[src/rtl/decode_pkg.sv]
// Shared types and constants for the RV32I decode stage: opcodes, immediate
// formats, ALU operation codes and the decoded control bundle.
package decode_pkg;

    localparam logic [6:0] OPC_LUI    = 7'b0110111;
    localparam logic [6:0] OPC_AUIPC  = 7'b0010111;
    localparam logic [6:0] OPC_JAL    = 7'b1101111;
    localparam logic [6:0] OPC_JALR   = 7'b1100111;
    localparam logic [6:0] OPC_BRANCH = 7'b1100011;
    localparam logic [6:0] OPC_LOAD   = 7'b0000011;
    localparam logic [6:0] OPC_STORE  = 7'b0100011;
    localparam logic [6:0] OPC_OP_IMM = 7'b0010011;
    localparam logic [6:0] OPC_OP     = 7'b0110011;
    localparam logic [6:0] OPC_FENCE  = 7'b0001111;
    localparam logic [6:0] OPC_SYSTEM = 7'b1110011;

    localparam logic [6:0] FUNCT7_BASE = 7'b0000000;
    localparam logic [6:0] FUNCT7_ALT  = 7'b0100000;

    typedef enum logic [2:0] {IMM_I, IMM_S, IMM_B, IMM_U, IMM_J} imm_src_t;

    typedef enum logic [3:0] {
        ALU_ADD   = 4'd0,
        ALU_SUB   = 4'd1,
        ALU_AND   = 4'd2,
        ALU_OR    = 4'd3,
        ALU_XOR   = 4'd4,
        ALU_SLT   = 4'd5,
        ALU_SLTU  = 4'd6,
        ALU_SLL   = 4'd7,
        ALU_SRL   = 4'd8,
        ALU_SRA   = 4'd9,
        ALU_PASSB = 4'd10
    } alu_ctrl_t;

    typedef enum logic [1:0] {
        RES_ALU = 2'b00,
        RES_MEM = 2'b01,
        RES_PC4 = 2'b10
    } result_src_t;

    typedef struct packed {
        logic        reg_write;
        result_src_t result_src;
        logic        mem_write;
        logic        jump;
        logic        branch;
        alu_ctrl_t   alu_ctrl;
        logic        alu_src;
        logic        illegal;
    } ctrl_t;

    // alt selects SUB / SRA, the funct7[5] variants of ADD / SRL.
    function automatic alu_ctrl_t alu_op(input logic [2:0] funct3, input logic alt);
        case (funct3)
            3'b000:  alu_op = alt ? ALU_SUB : ALU_ADD;
            3'b001:  alu_op = ALU_SLL;
            3'b010:  alu_op = ALU_SLT;
            3'b011:  alu_op = ALU_SLTU;
            3'b100:  alu_op = ALU_XOR;
            3'b101:  alu_op = alt ? ALU_SRA : ALU_SRL;
            3'b110:  alu_op = ALU_OR;
            default: alu_op = ALU_AND;
        endcase
    endfunction

endpackage

[src/rtl/decode_ctrl.sv]
// Combinational RV32I decoder: control bundle, illegal detection and the
// sign-extended immediate for one instruction word.
module decode_ctrl
    import decode_pkg::*;
#(
    parameter int XLEN = 32
) (
    input  logic [31:0]     instr,
    output ctrl_t           ctrl,
    output logic [XLEN-1:0] imm_ext
);

    logic [6:0] opcode;
    logic [6:0] funct7;
    logic [2:0] funct3;
    imm_src_t   imm_src;

    assign opcode = instr[6:0];
    assign funct7 = instr[31:25];
    assign funct3 = instr[14:12];

    always_comb begin
        ctrl    = '0;
        imm_src = IMM_I;
        case (opcode)
            OPC_LUI: begin
                ctrl.reg_write = 1'b1;
                ctrl.alu_src   = 1'b1;
                ctrl.alu_ctrl  = ALU_PASSB;
                imm_src        = IMM_U;
            end
            OPC_AUIPC: begin
                ctrl.reg_write = 1'b1;
                ctrl.alu_src   = 1'b1;
                imm_src        = IMM_U;
            end
            OPC_JAL: begin
                ctrl.reg_write  = 1'b1;
                ctrl.jump       = 1'b1;
                ctrl.alu_src    = 1'b1;
                ctrl.result_src = RES_PC4;
                imm_src         = IMM_J;
            end
            OPC_JALR: begin
                ctrl.reg_write  = 1'b1;
                ctrl.jump       = 1'b1;
                ctrl.alu_src    = 1'b1;
                ctrl.result_src = RES_PC4;
            end
            OPC_BRANCH: begin
                ctrl.branch   = 1'b1;
                ctrl.alu_ctrl = ALU_SUB;
                imm_src       = IMM_B;
            end
            OPC_LOAD: begin
                ctrl.reg_write  = 1'b1;
                ctrl.alu_src    = 1'b1;
                ctrl.result_src = RES_MEM;
            end
            OPC_STORE: begin
                ctrl.mem_write = 1'b1;
                ctrl.alu_src   = 1'b1;
                imm_src        = IMM_S;
            end
            OPC_OP_IMM: begin
                ctrl.reg_write = 1'b1;
                ctrl.alu_src   = 1'b1;
                // Only the shifts constrain funct7; it is immediate bits elsewhere.
                if ((funct3 == 3'b001 && funct7 != FUNCT7_BASE) ||
                    (funct3 == 3'b101 && funct7 != FUNCT7_BASE && funct7 != FUNCT7_ALT))
                    ctrl.illegal = 1'b1;
                else
                    ctrl.alu_ctrl = alu_op(funct3, funct3 == 3'b101 && funct7[5]);
            end
            OPC_OP: begin
                ctrl.reg_write = 1'b1;
                if (funct7 == FUNCT7_BASE ||
                    (funct7 == FUNCT7_ALT && (funct3 == 3'b000 || funct3 == 3'b101)))
                    ctrl.alu_ctrl = alu_op(funct3, funct7[5]);
                else
                    ctrl.illegal = 1'b1;
            end
            OPC_FENCE, OPC_SYSTEM: ;
            default: ctrl.illegal = 1'b1;
        endcase
        if (ctrl.illegal) begin
            ctrl.reg_write = 1'b0;
            ctrl.mem_write = 1'b0;
        end
    end

    always_comb begin
        case (imm_src)
            IMM_S:   imm_ext = XLEN'($signed({instr[31:25], instr[11:7]}));
            IMM_B:   imm_ext = XLEN'($signed({instr[31], instr[7], instr[30:25], instr[11:8], 1'b0}));
            IMM_U:   imm_ext = XLEN'($signed({instr[31:12], 12'b0}));
            IMM_J:   imm_ext = XLEN'($signed({instr[31], instr[19:12], instr[20], instr[30:21], 1'b0}));
            default: imm_ext = XLEN'($signed(instr[31:20]));
        endcase
    end

endmodule

[src/rtl/decode_stage_hs.sv]
// Decode stage with valid/ready handshakes on both sides and a two-entry
// (main + skid) buffer so the upstream ready can come straight from a flop.
module decode_stage_hs
    import decode_pkg::*;
#(
    parameter int XLEN       = 32,
    parameter int ALU_CTRL_W = 4
) (
    input  logic                  clk,
    input  logic                  reset,
    input  logic                  valid_f,
    output logic                  ready_d,
    input  logic [31:0]           instr_f,
    input  logic [XLEN-1:0]       pc_f,
    input  logic [XLEN-1:0]       pc_plus4_f,
    input  logic                  flush_d,
    output logic                  valid_d,
    input  logic                  ready_e,
    output logic [4:0]            rs1_d,
    output logic [4:0]            rs2_d,
    output logic [4:0]            rd_d,
    output logic [XLEN-1:0]       imm_ext_d,
    output logic                  reg_write_d,
    output logic [1:0]            result_src_d,
    output logic                  mem_write_d,
    output logic                  jump_d,
    output logic                  branch_d,
    output logic [ALU_CTRL_W-1:0] alu_control_d,
    output logic                  alu_src_d,
    output logic                  illegal_d,
    output logic [XLEN-1:0]       pc_d,
    output logic [XLEN-1:0]       pc_plus4_d
);

    typedef struct packed {
        logic            valid;
        logic [31:0]     instr;
        logic [XLEN-1:0] pc;
        logic [XLEN-1:0] pc4;
    } slot_t;

    slot_t main_q, main_d;
    slot_t skid_q, skid_d;
    slot_t incoming;
    logic  in_fire;
    logic  main_free;
    ctrl_t ctrl;

    // Handshake: a word moves across an interface on a clock edge where both
    // valid and ready are high; valid never waits on ready, and a presented
    // word holds stable until taken. ready_d is high whenever the skid is empty.
    assign ready_d   = ~skid_q.valid;
    assign in_fire   = valid_f & ready_d;
    assign main_free = ~main_q.valid | ready_e;

    always_comb begin
        incoming.valid = 1'b1;
        incoming.instr = instr_f;
        incoming.pc    = pc_f;
        incoming.pc4   = pc_plus4_f;
    end

    always_comb begin
        main_d = main_q;
        skid_d = skid_q;
        if (flush_d) begin
            main_d.valid = 1'b0;
            skid_d.valid = 1'b0;
        end else if (main_free) begin
            // The skid always holds the older word, so it refills main first.
            if (skid_q.valid) begin
                main_d       = skid_q;
                skid_d.valid = 1'b0;
            end else if (in_fire) begin
                main_d = incoming;
            end else begin
                main_d.valid = 1'b0;
            end
        end else if (in_fire) begin
            skid_d = incoming;
        end
    end

    always_ff @(posedge clk or negedge reset) begin
        if (!reset) begin
            main_q <= '0;
            skid_q <= '0;
        end else begin
            main_q <= main_d;
            skid_q <= skid_d;
        end
    end

    decode_ctrl #(.XLEN(XLEN)) u_decode_ctrl (
        .instr   (main_q.instr),
        .ctrl    (ctrl),
        .imm_ext (imm_ext_d)
    );

    assign valid_d       = main_q.valid;
    assign rs1_d         = main_q.instr[19:15];
    assign rs2_d         = main_q.instr[24:20];
    assign rd_d          = main_q.instr[11:7];
    assign pc_d          = main_q.pc;
    assign pc_plus4_d    = main_q.pc4;
    assign reg_write_d   = valid_d & ctrl.reg_write;
    assign result_src_d  = valid_d ? ctrl.result_src : RES_ALU;
    assign mem_write_d   = valid_d & ctrl.mem_write;
    assign jump_d        = valid_d & ctrl.jump;
    assign branch_d      = valid_d & ctrl.branch;
    assign alu_control_d = valid_d ? ALU_CTRL_W'(ctrl.alu_ctrl) : '0;
    assign alu_src_d     = valid_d & ctrl.alu_src;
    assign illegal_d     = valid_d & ctrl.illegal;

endmodule

[config.mk]
export PLATFORM = sky130hd
export DESIGN_NAME = decode_stage_hs
export DESIGN_NICKNAME = d
export VERILOG_FILES = /design/src/rtl/decode_pkg.sv /design/src/rtl/decode_ctrl.sv /design/src/rtl/decode_stage_hs.sv
export SDC_FILE = /design/constraint.sdc
export NUM_CORES = 1
export LEC_CHECK = 0
export CORE_MARGIN = 4
export CORE_UTILIZATION = 30
export DETAILED_ROUTE_END_ITERATION = 10
export PLACE_DENSITY = 0.51
export SLEW_MARGIN = 20
export SYNTH_ARGS = -nofsm -noshare
export SYNTH_HDL_FRONTEND = slang
export SYNTH_SLANG_ARGS = --single-unit
[constraint.sdc]
create_clock -name clk -period 4.5 [get_ports clk]
set_input_delay 0.9 -clock clk [delete_from_list [all_inputs] [get_ports clk]]
set_output_delay 0.9 -clock clk [all_outputs]
set_load 0.02 [all_outputs]
# ---- After elaboration in Yosys (flattened, before gate mapping)
# Cells that the tools add are included.
dict set report word_totals {
  ff_bits 194
  input_bits 101
  out_inout_bits 125
  word_cells 96
}
dict set report op_classes {
  eq_ne 23
  muxes 32
  bitwise_logic 12
  reduce_logical 21
}
# operator count
set ops {}
lappend ops {{$mux W97} 3}
lappend ops {{$pmux W31 S4} 1}
lappend ops {{$mux W96} 1}
lappend ops {{$pmux W4 S7} 2}
lappend ops {{$eq A7 B6 Y1 const B} 4}
lappend ops {{$eq A7 B7 Y1 const B} 4}
lappend ops {{$mux W1} 17}
lappend ops {{$pmux W4 S4} 1}
lappend ops {{$eq A7 B5 Y1 const B} 2}
lappend ops {{$reduce_or A7 Y1} 2}
lappend ops {{$eq A3 B2 Y1 const B} 4}
lappend ops {{$eq A3 B3 Y1 const B} 4}
lappend ops {{$mux W4} 3}
lappend ops {{$pmux W3 S4} 1}
lappend ops {{$reduce_or A9 Y1} 1}
lappend ops {{$and A1 B1 Y1} 7}
lappend ops {{$eq A7 B2 Y1 const B} 1}
lappend ops {{$eq A7 B4 Y1 const B} 1}
lappend ops {{$logic_not A7 Y1} 1}
lappend ops {{$ne A7 B6 Y1 const B} 1}
lappend ops {{$reduce_bool A7 Y1} 1}
lappend ops {{$eq A3 B1 Y1 const B} 2}
lappend ops {{$reduce_and A3 Y1} 2}
lappend ops {{$logic_and A1 B1 Y1} 5}
lappend ops {{other kinds (10)} 17}

# ---- Longest topological paths before layout
dict set report depth {
  word_depth 8
  mapped_depth 7
  ltp_nobuf 5
}

# ---- Hierarchy
# From an unflattened synthesis, not the netlist that was laid out.
dict set report unflattened {
  hier_cells 733
  hier_area_um2 9843.2
}
# mod instances cells_per_inst area_each_um2 seq_area_each_um2
set by_module_without_submodules {}
lappend by_module_without_submodules {decode_stage_hs 1 614 9063.7 4854.7}
lappend by_module_without_submodules {decode_ctrl 1 119 779.5 0.0}

# ---- Worst setup path after synthesis
# Ideal clock, no wire load.
dict set report synth_timing {
  path_kind {register -> output}
  start {register main_q, in the netlist valid_d}
  end {output result_src_d[0]}
  arrival_time_ps 1730
  required_time_ps 3600
  slack_ps 1870
  path_stages_with_launch 4
  path_buffers 1
  path_cell_list {dfrtp_1 > clkbuf_1 > nand3_1 > nor4b_1}
}
dict set report synth_between {
  elab_chain_cells 1
}
# element line
set synth_lines {}
lappend synth_lines {{start: declaration} decode_stage_hs.sv:42} ;# slot_t main_q, main_d;
lappend synth_lines {{start signal: assignment} decode_stage_hs.sv:89} ;# main_q <= main_d;
lappend synth_lines {{$mux W2} decode_stage_hs.sv:107} ;# assign result_src_d = valid_d ? ctrl.result_src : RES_ALU;
lappend synth_lines {{end: declaration} decode_stage_hs.sv:24} ;# output logic [1:0] result_src_d,
# Every way passes these cells.

# ---- Worst setup path after layout
dict set report layout_timing {
  start {register main_q[70] in the netlist's numbering}
  end {output imm_ext_d[12]}
}
dict set report layout_between {
  elab_chain_cells 5
  word_cells_on_any_way 12
  cone_classes {9 x eq/ne; 2 x mux; 1 x reduce/logical}
}
# element line
set layout_lines {}
lappend layout_lines {{$eq A7 B5 Y1 / $eq A7 B6 Y1 (equally long branches)} decode_ctrl.sv:25} ;# case (opcode)
lappend layout_lines {{$reduce_or A2 Y1 (no source line)} --}
lappend layout_lines {{$pmux W3 S4 *} decode_ctrl.sv:25}
lappend layout_lines {{$eq A3 B3 Y1 (tied with other cells)} decode_ctrl.sv:93} ;# case (imm_src)
lappend layout_lines {{$pmux W31 S4 *} decode_ctrl.sv:93}
lappend layout_lines {{end: declaration} decode_stage_hs.sv:22} ;# output logic [XLEN-1:0] imm_ext_d,
# Every way passes the cells marked *; elsewhere a longest branch is shown, timed or not.

==> reports/results.txt <==
The flow ran to the end, and the final reports show no timing, DRC or antenna violations. Dividing the detail-routed via count by the number of cells gives 4.62. The share of power burned in registers came out at 45.6%. In this run the count of I/O pins placed on the die edge is 226.

The logs give 28.8% for the clock share of power and 9350 µm² for the area of the mapped netlist. Yosys attributes the largest share of cell area to sky130_fd_sc_hd__dfrtp_1, sky130_fd_sc_hd__mux2_2, sky130_fd_sc_hd__mux2i_1, sky130_fd_sc_hd__buf_4, sky130_fd_sc_hd__a21oi_1. The weighted congestion at the end of routability-driven global placement was 0.732. The logs give 4 for the detailed-routing iteration count for the pre-antenna-repair pass and 3.55 mW for the design internal power. Cts-stage hold buffer count: 0. The clock transition time at the flip-flop clock pins of the worst setup and hold paths is 0.07 ns, and the clock period minus final worst setup slack is 4.09 ns.

Dividing the synthesized area by the synthesized cell count gives 11.4 µm². In the final timing run, aggregate negative setup slack is 0 ns. The switching share of total power is 30.9%, and the power density over the cells is 431 nW/µm². Setup repair after global routing left no endpoint under its margin. The global-route usage over all layers came out at 13.5%. After synthesis the netlist holds a flip-flop and latch count of 194. The initial antenna violation count came out at 2. The worst hold path begins at skid_q[94]. The analysis attributes to cell leakage a power of 4.77 nW. The filler cells instantiated in the layout total 3006. The sum of net half-perimeters after detailed placement was 15600 µm.

The highest attainable clock frequency was 0.245 GHz; the post-cts gate resize count was 0. The commonest non-fill, non-tap cell in the layout is sky130_fd_sc_hd__clkdlybuf4s50_1. The average detailed-routed wire length per instance is 17.0 µm, and the number of H-tree levels is 4. The critical path arrival was 3.19 ns; the share of final-layout standard cells stronger than drive strength 1 was 15.8%.

The area share of the leading cell type in the synthesized netlist was 51.9%. The worst hold path belongs to the class reg -> reg. The reg-to-reg startpoint was skid_q[96].

In this design, the stage delay of the slowest critical-path cell is 0.60 ns. The run gives 0 as the final max-slew violation count. In this run the horizontal extent of the chip is 185 µm. The cell at the root of the clock tree was sky130_fd_sc_hd__clkbuf_16.

After the first detailed-routing iteration, the DRC count stood at 160. The startpoint kind of the worst setup timing path was a register. The type of the worst setup path is reg -> out. Tracing the worst setup path back leads to its startpoint at main_q[70]. The logs give 36300 µm for the first-pass GRT wire length and 920 for the synthesized netlist net count. IR analysis of the VDD net gives a maximum drop of 209 µV.

The total overflow reported by the global router is 0. The overall die height works out to 185 µm. Max-cap violations in this run came to 0. Once the floorplan was initialized, standard cells occupied 30.5% of the core. In this run the tightest slew margin relative to its limit is 41.1%. TritonCTS built the clock tree. The longest clock path from root to sink contains 2 buffers.

For the worst setup path, the data required time is 3.60 ns. For this design, the slowest cell found on the critical path is sky130_fd_sc_hd__nor2b_1. Area added between synthesis and finish: 27.6%.

Across all layers, the routed design uses 6257 vias. The number of routed nets with antenna violations is 0, and the logic gate share of total power is 25.6%. The floorplan row count was 64. After technology mapping, the gate count stands at 819. The run gives 105 as the pin count of the biggest net entering global routing. The tools report the sequential cell area fraction in the yosys report as 51.9%. The die covers 34000 µm². The count of endpoints failing hold in the final timing report is 0, and the share of the cycle needed by the critical path after routing is 90.8%.

After the last flow step, the layout net total stands at 1044. The clock net in this run drives a total of 194 sinks. The warning count from the yosys run came out at 0. The run gives 30700 µm² as the placeable core area. The count of buffers added on input and output ports is 225. Setup violations remaining at the end of the flow were counted as 0. In this run the worst path has a maximum fanout of 21.

The via count of the first global-routing pass was 6391; the count of different cell masters after synthesis was 43. The run gives 1.59 mW as the switching power total. The clock reaches the later pin of the worst-skew pair after 0.43 ns. Worst-case clock skew: 0.0163 ns. TritonCTS created 17 clock buffers. The pin slew with the least headroom to its limit works out to 0.883 ns. Across all hold checks on the routed design, the worst slack comes to 0.494 ns. Traced cell by cell, the critical path runs through nand2b_1 > nor3_2 > buf_4 > o21bai_2 > nor2b_1 > a21o_1 > clkdlybuf4s50_1. The library cells used most frequently in the layout, excluding fill and tap cells, are sky130_fd_sc_hd__clkdlybuf4s50_1, sky130_fd_sc_hd__dfrtp_1, sky130_fd_sc_hd__nor2_1.

The tools report the total length of routed wires as 23000 µm. The most area-hungry cell type in the Yosys netlist was sky130_fd_sc_hd__dfrtp_1. STA classifies the critical path endpoint as an output port. In the routed design, unresolved DRC markers number 0.

Once the clock tree was built, the setup fixing pass inserted 0 buffers.
==> power groups by stage <==
| stage | clock network, mW | logic (mW) | registers (mW) |
|---|---|---|---|
| after floorplan | 0 | 0.944 | 2.29 |
| after global placement | 0 | 1.32 | 2.37 |
| after detailed placement | 0 | 1.34 | 2.38 |
| after CTS | 1.54 | 1.34 | 2.35 |
| after global routing | 1.62 | 1.43 | 2.40 |
| final | 1.48 | 1.32 | 2.35 |
==> registers in the layout, indices dropped and copies added (netlist names) <==
signal	cells
valid_d	1
main_q	17
pc_plus4_d	32
rd_d	5
skid_q	97
rs1_d	5
pc_d	32
rs2_d	5
==> path summary, 6_finish.rpt <==
| check | endpoint | slack (ns) | cells after the start |
|---|---|---|---|
| min reg2reg | skid_q[94] | 0.49 | 1 |
| min in group asynchronous | pc_plus4_d[2] | 0.56 | 1 |
| max reg2reg | pc_plus4_d[15] | 1.82 | 4 |
| max in group asynchronous | skid_q[22] | 3.06 | 2 |
| min | skid_q[94] | 0.49 | 1 |
| max | imm_ext_d[12] | 0.41 | 7 |
==> metrics by stage <==
stage          cell area [µm²]  utilization, %  worst slack, ns  cells  power (mW)
2_1_floorplan             9350               -             1.87    819        3.23
3_3_place_gp             11400            37.1            0.918   1320        3.70
3_5_place_dp             11400            37.1            0.856   1320        3.72
4_1_cts                  11900            38.9            0.377   1352        5.23
5_1_grt                  11900            38.9            0.135   1353        5.45
6_report                 11900            38.9            0.413   1353        5.14
==> Yosys cell counts (all sizes together) <==
library cell  count
mux2i            97
nor2b            11
nor4b             1
nand2             7
nor2            109
a21o             19
clkbuf            7
xnor2             1
o2bb2ai           1
o31ai             1
xor2              1
o311ai            1
nor3              6
and4b             1
nand3             7
inv               3
nand2b            4
nor3b             2
dfrtp           194
and3              1
and3b             1
a32oi             1
a221oi            1
a2111o            1
a31o              1
o21bai            1
a22o              4
nand3b            1
mux2             97
o21ai             8
a21oi           102
nor4              1
buf             125
or4               1
==> routing by layer <==
layer  global-route usage, %  part of all wire, %
met5                       0                0.056
met1                    18.1                   47
met3                    3.55                  4.9
met2                    22.3                   48
met4                    2.63                 0.64
==> logic make-up after synthesis <==
group                  Yosys count  synth area share (%)
AO/OA/AOI/OAI                  141                  8.69
XOR/XNOR                         2                 0.187
multiplexers                   194                  22.1
buffers and inverters          135                  9.50
AND/OR/NAND/NOR                153                  7.62
flip-flops                     194                  51.9
==> final cells by class <==
class	instances	area, µm²	share of cell area [%]
sequential	194	4860	40.7
multi-input combinational	490	3620	30.3
timing repair buffer	237	2380	20.0
tap	396	495	4.15
clock buffer	19	443	3.71
clock inverter	13	118	0.986
inverter	3	11.3	0.0944
antenna	1	2.50	0.0210
==> worst max-delay path: cells and delay by family (launching register included) <==
family          cells  cell delay (ns)
flops               1             0.59
compound gates      2             0.48
simple gates        3             0.89
buf+inv             2             0.81
Power figures use the tool's default switching activity.
